File: src/rtl/sudoku_pkg.sv
// Shared types and constants for the Sudoku ASCII loader.
package sudoku_pkg;

    localparam int unsigned GRID_DIM   = 9;
    localparam int unsigned CELL_COUNT = GRID_DIM * GRID_DIM;

    typedef logic [3:0] cell_t;

    localparam logic [7:0] ASCII_0     = 8'h30;
    localparam logic [7:0] ASCII_1     = 8'h31;
    localparam logic [7:0] ASCII_9     = 8'h39;
    localparam logic [7:0] ASCII_DOT   = 8'h2E;
    localparam logic [7:0] ASCII_SPACE = 8'h20;
    localparam logic [7:0] ASCII_COMMA = 8'h2C;
    localparam logic [7:0] ASCII_CR    = 8'h0D;
    localparam logic [7:0] ASCII_LF    = 8'h0A;
    localparam logic [7:0] ASCII_HASH  = 8'h23;

    typedef enum logic [1:0] {
        ST_LOAD  = 2'd0,
        ST_FLUSH = 2'd1,
        ST_DONE  = 2'd2,
        ST_ERR   = 2'd3
    } state_e;

    typedef enum logic [2:0] {
        CLS_DIGIT   = 3'd0,
        CLS_BLANK   = 3'd1,
        CLS_IGNORE  = 3'd2,
        CLS_FRAME   = 3'd3,
        CLS_ILLEGAL = 3'd4
    } class_e;

endpackage

File: src/rtl/sudoku_char_decode.sv
// Combinational classifier: maps one ASCII byte to a decode class and cell value.
module sudoku_char_decode (
    input  logic [7:0] data,
    output logic [2:0] cls,
    output logic [3:0] value
);
    import sudoku_pkg::*;

    // Classify the byte; anything not recognised is illegal.
    always_comb begin
        cls   = CLS_ILLEGAL;
        value = 4'd0;
        if (data >= ASCII_1 && data <= ASCII_9) begin
            cls   = CLS_DIGIT;
            value = 4'(data - ASCII_0);
        end else begin
            case (data)
                ASCII_0, ASCII_DOT:                          cls = CLS_BLANK;
                ASCII_SPACE, ASCII_COMMA, ASCII_CR, ASCII_LF: cls = CLS_IGNORE;
                ASCII_HASH:                                  cls = CLS_FRAME;
                default:                                     cls = CLS_ILLEGAL;
            endcase
        end
    end

endmodule

File: src/rtl/sudoku_ascii_loader.sv
// Sudoku ASCII loader: turns a host byte stream into tagged grid cells.
// Build option: define SUDOKU_LOADER_STRICT_EN to make an illegal byte halt
// loading in the ERR state until restart; otherwise illegal bytes are dropped.
module sudoku_ascii_loader #(
    parameter int unsigned GRID_DIM = sudoku_pkg::GRID_DIM
) (
    input  logic       clk,
    input  logic       rst_n,
    input  logic [7:0] rx_data,
    input  logic       rx_valid,
    output logic       rx_ready,
    output logic [3:0] cell_value,
    output logic [3:0] cell_row,
    output logic [3:0] cell_col,
    output logic       cell_valid,
    input  logic       cell_ready,
    output logic       grid_done,
    output logic       check_trigger,
    output logic       parse_err,
    input  logic       restart
);
    import sudoku_pkg::*;

    localparam logic [3:0] LAST = 4'(GRID_DIM - 1);

    state_e     state;
    state_e     next_state;
    logic [3:0] row;
    logic [3:0] col;
    logic [2:0] cls_raw;
    class_e     byte_cls;
    cell_t      dec_value;
    logic       take;
    logic       emit;
    logic       accept_out;
    logic       last_cell;
    logic       restart_ok;

    sudoku_char_decode u_decode (
        .data  (rx_data),
        .cls   (cls_raw),
        .value (dec_value)
    );

    assign byte_cls   = class_e'(cls_raw);
    assign take       = rx_valid && rx_ready;
    assign emit       = take && (byte_cls == CLS_DIGIT || byte_cls == CLS_BLANK);
    assign accept_out = cell_valid && cell_ready;
    assign last_cell  = (row == LAST) && (col == LAST);
    assign restart_ok = restart && (state == ST_DONE || state == ST_ERR);

    // State register.
    always_ff @(posedge clk or negedge rst_n) begin
        if (!rst_n) state <= ST_LOAD;
        else        state <= next_state;
    end

    // Next-state logic.
    always_comb begin
        next_state = state;
        case (state)
            ST_LOAD: begin
                if (emit && last_cell) begin
                    next_state = ST_FLUSH;
                end
`ifdef SUDOKU_LOADER_STRICT_EN
                else if (take && byte_cls == CLS_ILLEGAL) begin
                    next_state = ST_ERR;
                end
`endif
            end
            ST_FLUSH: if (accept_out) next_state = ST_DONE;
            ST_DONE,
            ST_ERR:   if (restart) next_state = ST_LOAD;
            default:  next_state = ST_LOAD;
        endcase
    end

    // Byte acceptance: only in LOAD with room in the output register; held low in reset.
    always_comb begin
        rx_ready = 1'b0;
        if (rst_n && state == ST_LOAD && (!cell_valid || cell_ready)) rx_ready = 1'b1;
    end

    // Output register, grid coordinates and status flags.
    always_ff @(posedge clk or negedge rst_n) begin
        if (!rst_n) begin
            cell_valid    <= 1'b0;
            cell_value    <= 4'd0;
            cell_row      <= 4'd0;
            cell_col      <= 4'd0;
            row           <= 4'd0;
            col           <= 4'd0;
            parse_err     <= 1'b0;
            grid_done     <= 1'b0;
            check_trigger <= 1'b0;
        end else begin
            if (emit) begin
                cell_valid <= 1'b1;
                cell_value <= dec_value;
                cell_row   <= row;
                cell_col   <= col;
            end else if (accept_out) begin
                cell_valid <= 1'b0;
            end

            if (emit) begin
                if (col == LAST) begin
                    col <= 4'd0;
                    row <= last_cell ? 4'd0 : row + 4'd1;
                end else begin
                    col <= col + 4'd1;
                end
            end else if ((take && byte_cls == CLS_FRAME) || restart_ok) begin
                row <= 4'd0;
                col <= 4'd0;
            end

            if ((take && byte_cls == CLS_FRAME) || restart_ok) parse_err <= 1'b0;
            else if (take && byte_cls == CLS_ILLEGAL)           parse_err <= 1'b1;

            grid_done     <= (next_state == ST_DONE);
            check_trigger <= (state == ST_FLUSH) && (next_state == ST_DONE);
        end
    end

endmodule

File: config.mk
export PLATFORM = sky130hd
export DESIGN_NAME = sudoku_ascii_loader
export DESIGN_NICKNAME = d
export VERILOG_FILES = /design/src/rtl/sudoku_pkg.sv /design/src/rtl/sudoku_char_decode.sv /design/src/rtl/sudoku_ascii_loader.sv
export SDC_FILE = /design/constraint.sdc
export NUM_CORES = 1
export LEC_CHECK = 0
export BUFFER_PORTS_ARGS = -buffer_cell sky130_fd_sc_hd__buf_2
export CAP_MARGIN = 10
export CORE_ASPECT_RATIO = 0.8
export CORE_MARGIN = 5
export CORE_UTILIZATION = 24
export CTS_CLUSTER_DIAMETER = 60
export DETAILED_ROUTE_END_ITERATION = 12
export GPL_TIMING_DRIVEN = 0
export PLACE_DENSITY = 0.53
export SLEW_MARGIN = 10
export SYNTH_ARGS = -nofsm -noshare
export SYNTH_HDL_FRONTEND = slang
export SYNTH_SLANG_ARGS = --single-unit
File: constraint.sdc
create_clock -name clk -period 1.8 [get_ports clk]
set_clock_uncertainty 0.05 [all_clocks]
set_input_delay 0.09 -clock clk [delete_from_list [all_inputs] [get_ports clk]]
set_output_delay 0.09 -clock clk [all_outputs]
set_load 0.01 [all_outputs]
==> impl_metrics.tcl, run 1 <==
set metrics [dict create \
    status "completed" \
    cts.htree.levels 1 \
    diodes 0 \
    grt_pass1_vias 1027 \
    clk_latency_ps 270 \
    die_w_um 94.3 \
    dp.final_hpwl_um 2160 \
    cts_sinks 26 \
    cts_inserted_buffers 3 \
    vias 1102 \
    fp.dieH_um 77.4 \
    cp_slowest_stage_delay_ps 420 \
    drive_gt1_share_pct 35.8 \
    crit_path_max_fanout 5 \
    yosysWarnings 0 \
    pre_cts_slack_ps -475 \
    final_cell_mix "28 x buf_2, 26 x dfrtp_1, 18 x nand2_1" \
    fin_crit_sh_pct 98.4 \
    drc 0 \
    rsz0062_at_grt "true" \
    synth.area.top_cells "dfrtp_1 48%, nand2_1 5.5%, a22o_1 3.9%" \
    grt_max_degree 27 \
    clk_pin_slew_worst_paths_ps 90 \
    synth.top_cell.area_share_pct 47.7 \
    cap_viol_max_count 0 \
    power_density_mw_per_mm2 634 \
    final_nets 195 \
    dieArea_mm2 0.00730 \
    io_pins 30 \
    antenna_found_initial 0 \
    ys_seq_elements 26 \
    cp_cell_sequence "nand2b_1 -> nand4_1 -> buf_6 -> o31ai_4 -> nor2_4 -> a211o_1" \
    drv_slew 0 \
    critPathRequiredTime_ps 1910 \
    period_needed_ps 1770 \
    clk_path_buf_depth 2 \
    postRouteAntennaNets 0 \
    final-hold-violation-count 0 \
    drtIter0Drc 62 \
    cpLargestDelayFamily "compound AO/OA/AOI/OAI gates" \
    critical-path-slowest-cell "dfrtp_1" \
    wl_per_cell_um 12.1 \
    netlist-cell-type-count 38 \
    holdWs_ps 22.0 \
    endpoint_kind "flip-flop" \
    grt-ovfl-total 0 \
    fmax_ghz 0.564 \
    synth_area_per_cell_um2 10.2 \
    area_growth_pct 35.1 \
    path_class "flip-flop to flip-flop" \
    ir_drop_v 0.000259 \
    synth_cells 134 \
    core_mm2 0.00550 \
    final_common_cell "buf_2" \
    fin_util_pct 33.5 \
    hold_class "primary input to flip-flop" \
    synth_fp_nets 151 \
    root_buffer "clkbuf_8" \
    max_slew.worst_pin.slew_ps 356 \
    rows 24 \
    crit_buf_inv 1 \
    ys_seq_area_share_pct 47.7 \
    cts_tree "yes" \
    numPortBuffers 28 \
    place.gp.congestion 0.810 \
    critPathLaunchType "flip-flop" \
    grt_pass1_wl_um 4960 \
    power_mw 1.17 \
    syn_area_mm2 0.00136 \
    p_leak_nw 0.903 \
    initial_core_util_pct 24.8 \
    viasPerCell 4.34 \
    drtPass1Iterations 4 \
    fin_ws_ps 28.1 \
    slew_headroom_pct 76.3 \
    synth_top_cell_by_area "dfrtp_1" \
    grt_usage_pct 8.44 \
    worstPathArrival_ps 1880 \
    wl_um 3090 \
    finalSetupViolations 0 \
]
-- power breakdown --
| part | leakage (nW) | internal (mW) | switching [mW] |
|---|---|---|---|
| sequential | 0.349 | 0.621 | 0.0275 |
| clock | 0.0216 | 0.150 | 0.174 |
| combinational | 0.533 | 0.0908 | 0.105 |
-- path summary, 6_finish.rpt --
path / endpoint / start / cells past startpoint / slack (ps)
worst max-delay path: row[2] / cell_valid / 6 / 30
worst min-delay path: cell_value[2] / rx_data[2] / 2 / 20
worst max register to register: row[2] / cell_valid / 6 / 30
worst min register to register: cell_col[1] / cell_col[1] / 2 / 430
max in group asynchronous: cell_col[2] / rst_n / 3 / 1250
min in group asynchronous: row[0] / rst_n / 3 / 300
-- state kept, by name, indices dropped and copies added, names as in the netlist --
register       count
cell_col           4
check_trigger      1
row                4
parse_err          1
cell_value         4
cell_valid         1
cell_row           4
grid_done          1
col                4
state              2
-- stage by stage --
| step | cell area [um^2] | setup TNS, ps | instances |
|---|---|---|---|
| 2_1_floorplan | 1360 | 0 | 134 |
| 3_3_place_gp | 1600 | -8220 | 240 |
| 3_5_place_dp | 1600 | -8150 | 240 |
| 4_1_cts | 1720 | 0 | 248 |
| 5_1_grt | 1840 | -402 | 254 |
| 6_report | 1840 | 0 | 254 |
-- cell type report --
class / count / area (um^2)
multi-input cells: 97 / 689
fillers: 576 / 3650
repair buffers: 39 / 277
flip-flops and latches: 26 / 651
plain buffers: 5 / 65.1
clock buffers: 3 / 41.3
inverters: 6 / 22.5
well taps: 78 / 97.6
-- metal layers --
| layer | track usage, % | vias up | share of wire [%] |
|---|---|---|---|
| met3 | 2.32 | 2 | 3.9 |
| met2 | 12.0 | 22 | 41 |
| li1 | - | 567 | - |
| met1 | 12.5 | 511 | 54 |
| met4 | 2.16 | 0 | 0.94 |
| met5 | 0 | - | 0 |
-- logic make-up after synthesis --
family | synth area share [%]
buf+inv | 5.32
mux | 0.734
fa+ha+maj | 3.67
compound gates | 17.7
flops | 47.7
simple gates | 23.6
xor+xnor | 1.28
-- cell usage after synthesis --
cell type,n
ha_1,4
a22o_1,6
xor2_1,1
o31ai_2,1
buf_6,4
and3_1,2
nor4_2,1
o21ai_0,4
nor3b_1,1
a32o_1,3
nand2_1,20
a21o_1,1
nor2_1,11
nand3_1,5
a21oi_1,1
a22oi_1,1
o31ai_1,1
dfrtp_1,26
nor4b_2,1
or3_1,1
nand3b_1,2
a2111o_1,1
and2b_1,1
inv_1,6
nor3_1,3
mux2i_1,1
nand4_1,1
a211o_1,3
nand4b_1,3
o21ai_2,5
xnor2_1,1
nor3_2,1
o21ai_1,1
nand2b_1,5
buf_2,1
and3b_1,1
a31oi_1,2
nand2_2,1
-- repair_timing --
action,CTS,global route
cloned,0,2
hold buffers,2,0
pin swaps,3,10
buffers inserted,3,4
resized for setup,6,10
endpoints found under the setup margin,21,9
hold endpoints to repair,26,0
No activity file was read; power rests on OpenSTA's default activity.
==> run 2: changes to the inputs <==
REMOVE_ABC_BUFFERS = 1   (was unset)
==> run 2 against run 1 <==
First-iteration DRC count fell by 34%; non-clock buffer count fell by 5; sequential power barely moved; global-route usage rose by 1.0 points; wire length rose by 6.0%; register-to-register slack improved by 40 ps; setup slack improved by 45 ps; flip-flop and latch count did not move; maximum frequency rose by 2.6%; cell area fell by 3.7%.
==> impl_metrics.tcl, run 2 (synthesis gave the netlist of run 1 again) <==
set metrics [dict create \
    hold_class "primary input to flip-flop" \
    vias 1129 \
    dr_wl_met3_um 148 \
    grt_pass1_vias 1134 \
    swShare_pct 26.7 \
    multi_input_area_um2 708 \
    p_sw_mw 0.329 \
    dpl-instance-area_mm2 0.00156 \
    cts.htree.levels 1 \
    fp.dieH_um 77.4 \
    place.gp.congestion 0.732 \
    met1_length_um 1550 \
    viasPerCell 4.48 \
    grt_pass1_wl_um 5580 \
    slew_headroom_pct 60.3 \
    clk_latency_ps 270 \
    drtIter0Drc 41 \
    antenna_found_initial 0 \
    initial_core_util_pct 24.8 \
    fin_util_pct 32.3 \
    io_pins 30 \
    endpoint_kind "flip-flop" \
    postRouteAntennaNets 0 \
    diodes 0 \
    critPathRequiredTime_ps 1920 \
    max_slew.worst_pin.slew_ps 596 \
    p_leak_nw 0.862 \
    top_layer_used "met4" \
    clk_pin_slew_worst_paths_ps 90 \
    cp_cell_sequence "nor2_2 -> nand4_1 -> buf_6 -> or3_4 -> mux2i_1 -> a32o_1" \
    worstPathArrival_ps 1840 \
    fillCellCount 598 \
    core_mm2 0.00550 \
    final_cell_mix "29 x buf_2, 25 x dfrtp_1, 20 x nand2_1" \
    crit_buf_inv 1 \
    rsz0062_at_grt "true" \
    wl_met2_um 1560 \
    final-hold-violation-count 0 \
    wl_um 3270 \
    placed_cells 236 \
    power_density_mw_per_mm2 695 \
    drive_gt1_share_pct 35.1 \
    critical-path-slowest-cell "dfrtp_1" \
    cp_slowest_stage_delay_ps 420 \
    path_class "flip-flop to flip-flop" \
    clk_path_buf_depth 2 \
    root_buffer "clkbuf_8" \
    combinationalPowerShare_pct 16.1 \
    drc 0 \
    cap_viol_max_count 0 \
    drv_slew 0 \
    power_frac_seq_pct 52.6 \
    fmax_ghz 0.579 \
    rows 24 \
    grt_usage_pct 9.45 \
    wl_per_cell_um 13.0 \
    cts_inserted_buffers 3 \
    fin_crit_sh_pct 96.0 \
    status "completed" \
    dp.final_hpwl_um 2160 \
    cpLargestDelayFamily "simple AND/OR/NAND/NOR gates" \
    ir_drop_v 0.000216 \
    clkPwrFrac_pct 31.3 \
    stdcell_count 252 \
    crit_path_max_fanout 7 \
    grt-ovfl-total 0 \
    finalSetupViolations 0 \
    numPortBuffers 29 \
    cts_tree "yes" \
    dieArea_mm2 0.00730 \
    period_needed_ps 1730 \
    final_common_cell "buf_2" \
    cts_sinks 26 \
    drtPass1Iterations 4 \
    seqCellArea_um2 652 \
    grt_max_degree 27 \
    critPathLaunchType "flip-flop" \
    final_nets 192 \
    intPower_mw 0.904 \
    setup_tns_ps 0 \
    design_area_mm2 0.00177 \
    area_growth_pct 30.1 \
    power_mw 1.23 \
    die_w_um 94.3 \
]
## run 2: metrics by stage
step / hold WS (ps) / setup slack, ps
after global routing: 73.6 / -29.0
final: 55.2 / 72.7
after global placement: 91.1 / -1180
after floorplan: -256 / -312
after detailed placement: 105 / -1180
after CTS: 45.1 / 22.5
## run 2: worst register-to-register path, cell delays in order (launching register included)
cell,delay [ps]
dfrtp_1,420
nor2_2,140
nand4_1,100
buf_6,150
or3_4,380
mux2i_1,160
a32o_1,220
## run 2: path summary, 6_finish.rpt
| check | startpoint | endpoint | slack [ps] | cells after the start |
|---|---|---|---|---|
| max in group asynchronous | rst_n | col[0] | 1250 | 3 |
| worst max register to register | state[0] | row[0] | 70 | 6 |
| min in group asynchronous | rst_n | row[3] | 290 | 3 |
| worst min-delay path | restart | state[1] | 60 | 3 |
| worst min register to register | cell_col[3] | cell_col[3] | 420 | 2 |
| worst max-delay path | state[0] | row[0] | 70 | 6 |
## run 2: metal layers
metal,track usage [%],up-vias
met1,12.8,546
li1,-,563
met2,15.1,18
met5,0,-
met4,1.30,0
met3,3.19,2
## run 2: area by class of cell
cell class / instances / area share, %
sequential: 26 / 36.7
multi-input combinational: 99 / 39.9
timing repair buffer: 39 / 13.5
tap: 78 / 5.50
inverter: 6 / 1.27
clock buffer: 4 / 3.10
## run 2: repair_timing
item | in CTS | in global routing
gates resized for setup | 9 | 5
pin swaps | 3 | 3
hold buffers | 2 | 0
hold endpoints to repair | 26 | 0
cloned | 2 | 0
endpoints found under the setup margin | 22 | 11
buffers inserted | 6 | 2
## run 2: power by group through the flow
stage / combinational [mW] / clock [mW] / sequential [mW]
6_report: 0.198 / 0.385 / 0.649
4_1_cts: 0.199 / 0.404 / 0.648
3_5_place_dp: 0.177 / 0 / 0.659
5_1_grt: 0.225 / 0.426 / 0.655
2_1_floorplan: 0.0878 / 0 / 0.668
3_3_place_gp: 0.174 / 0 / 0.659
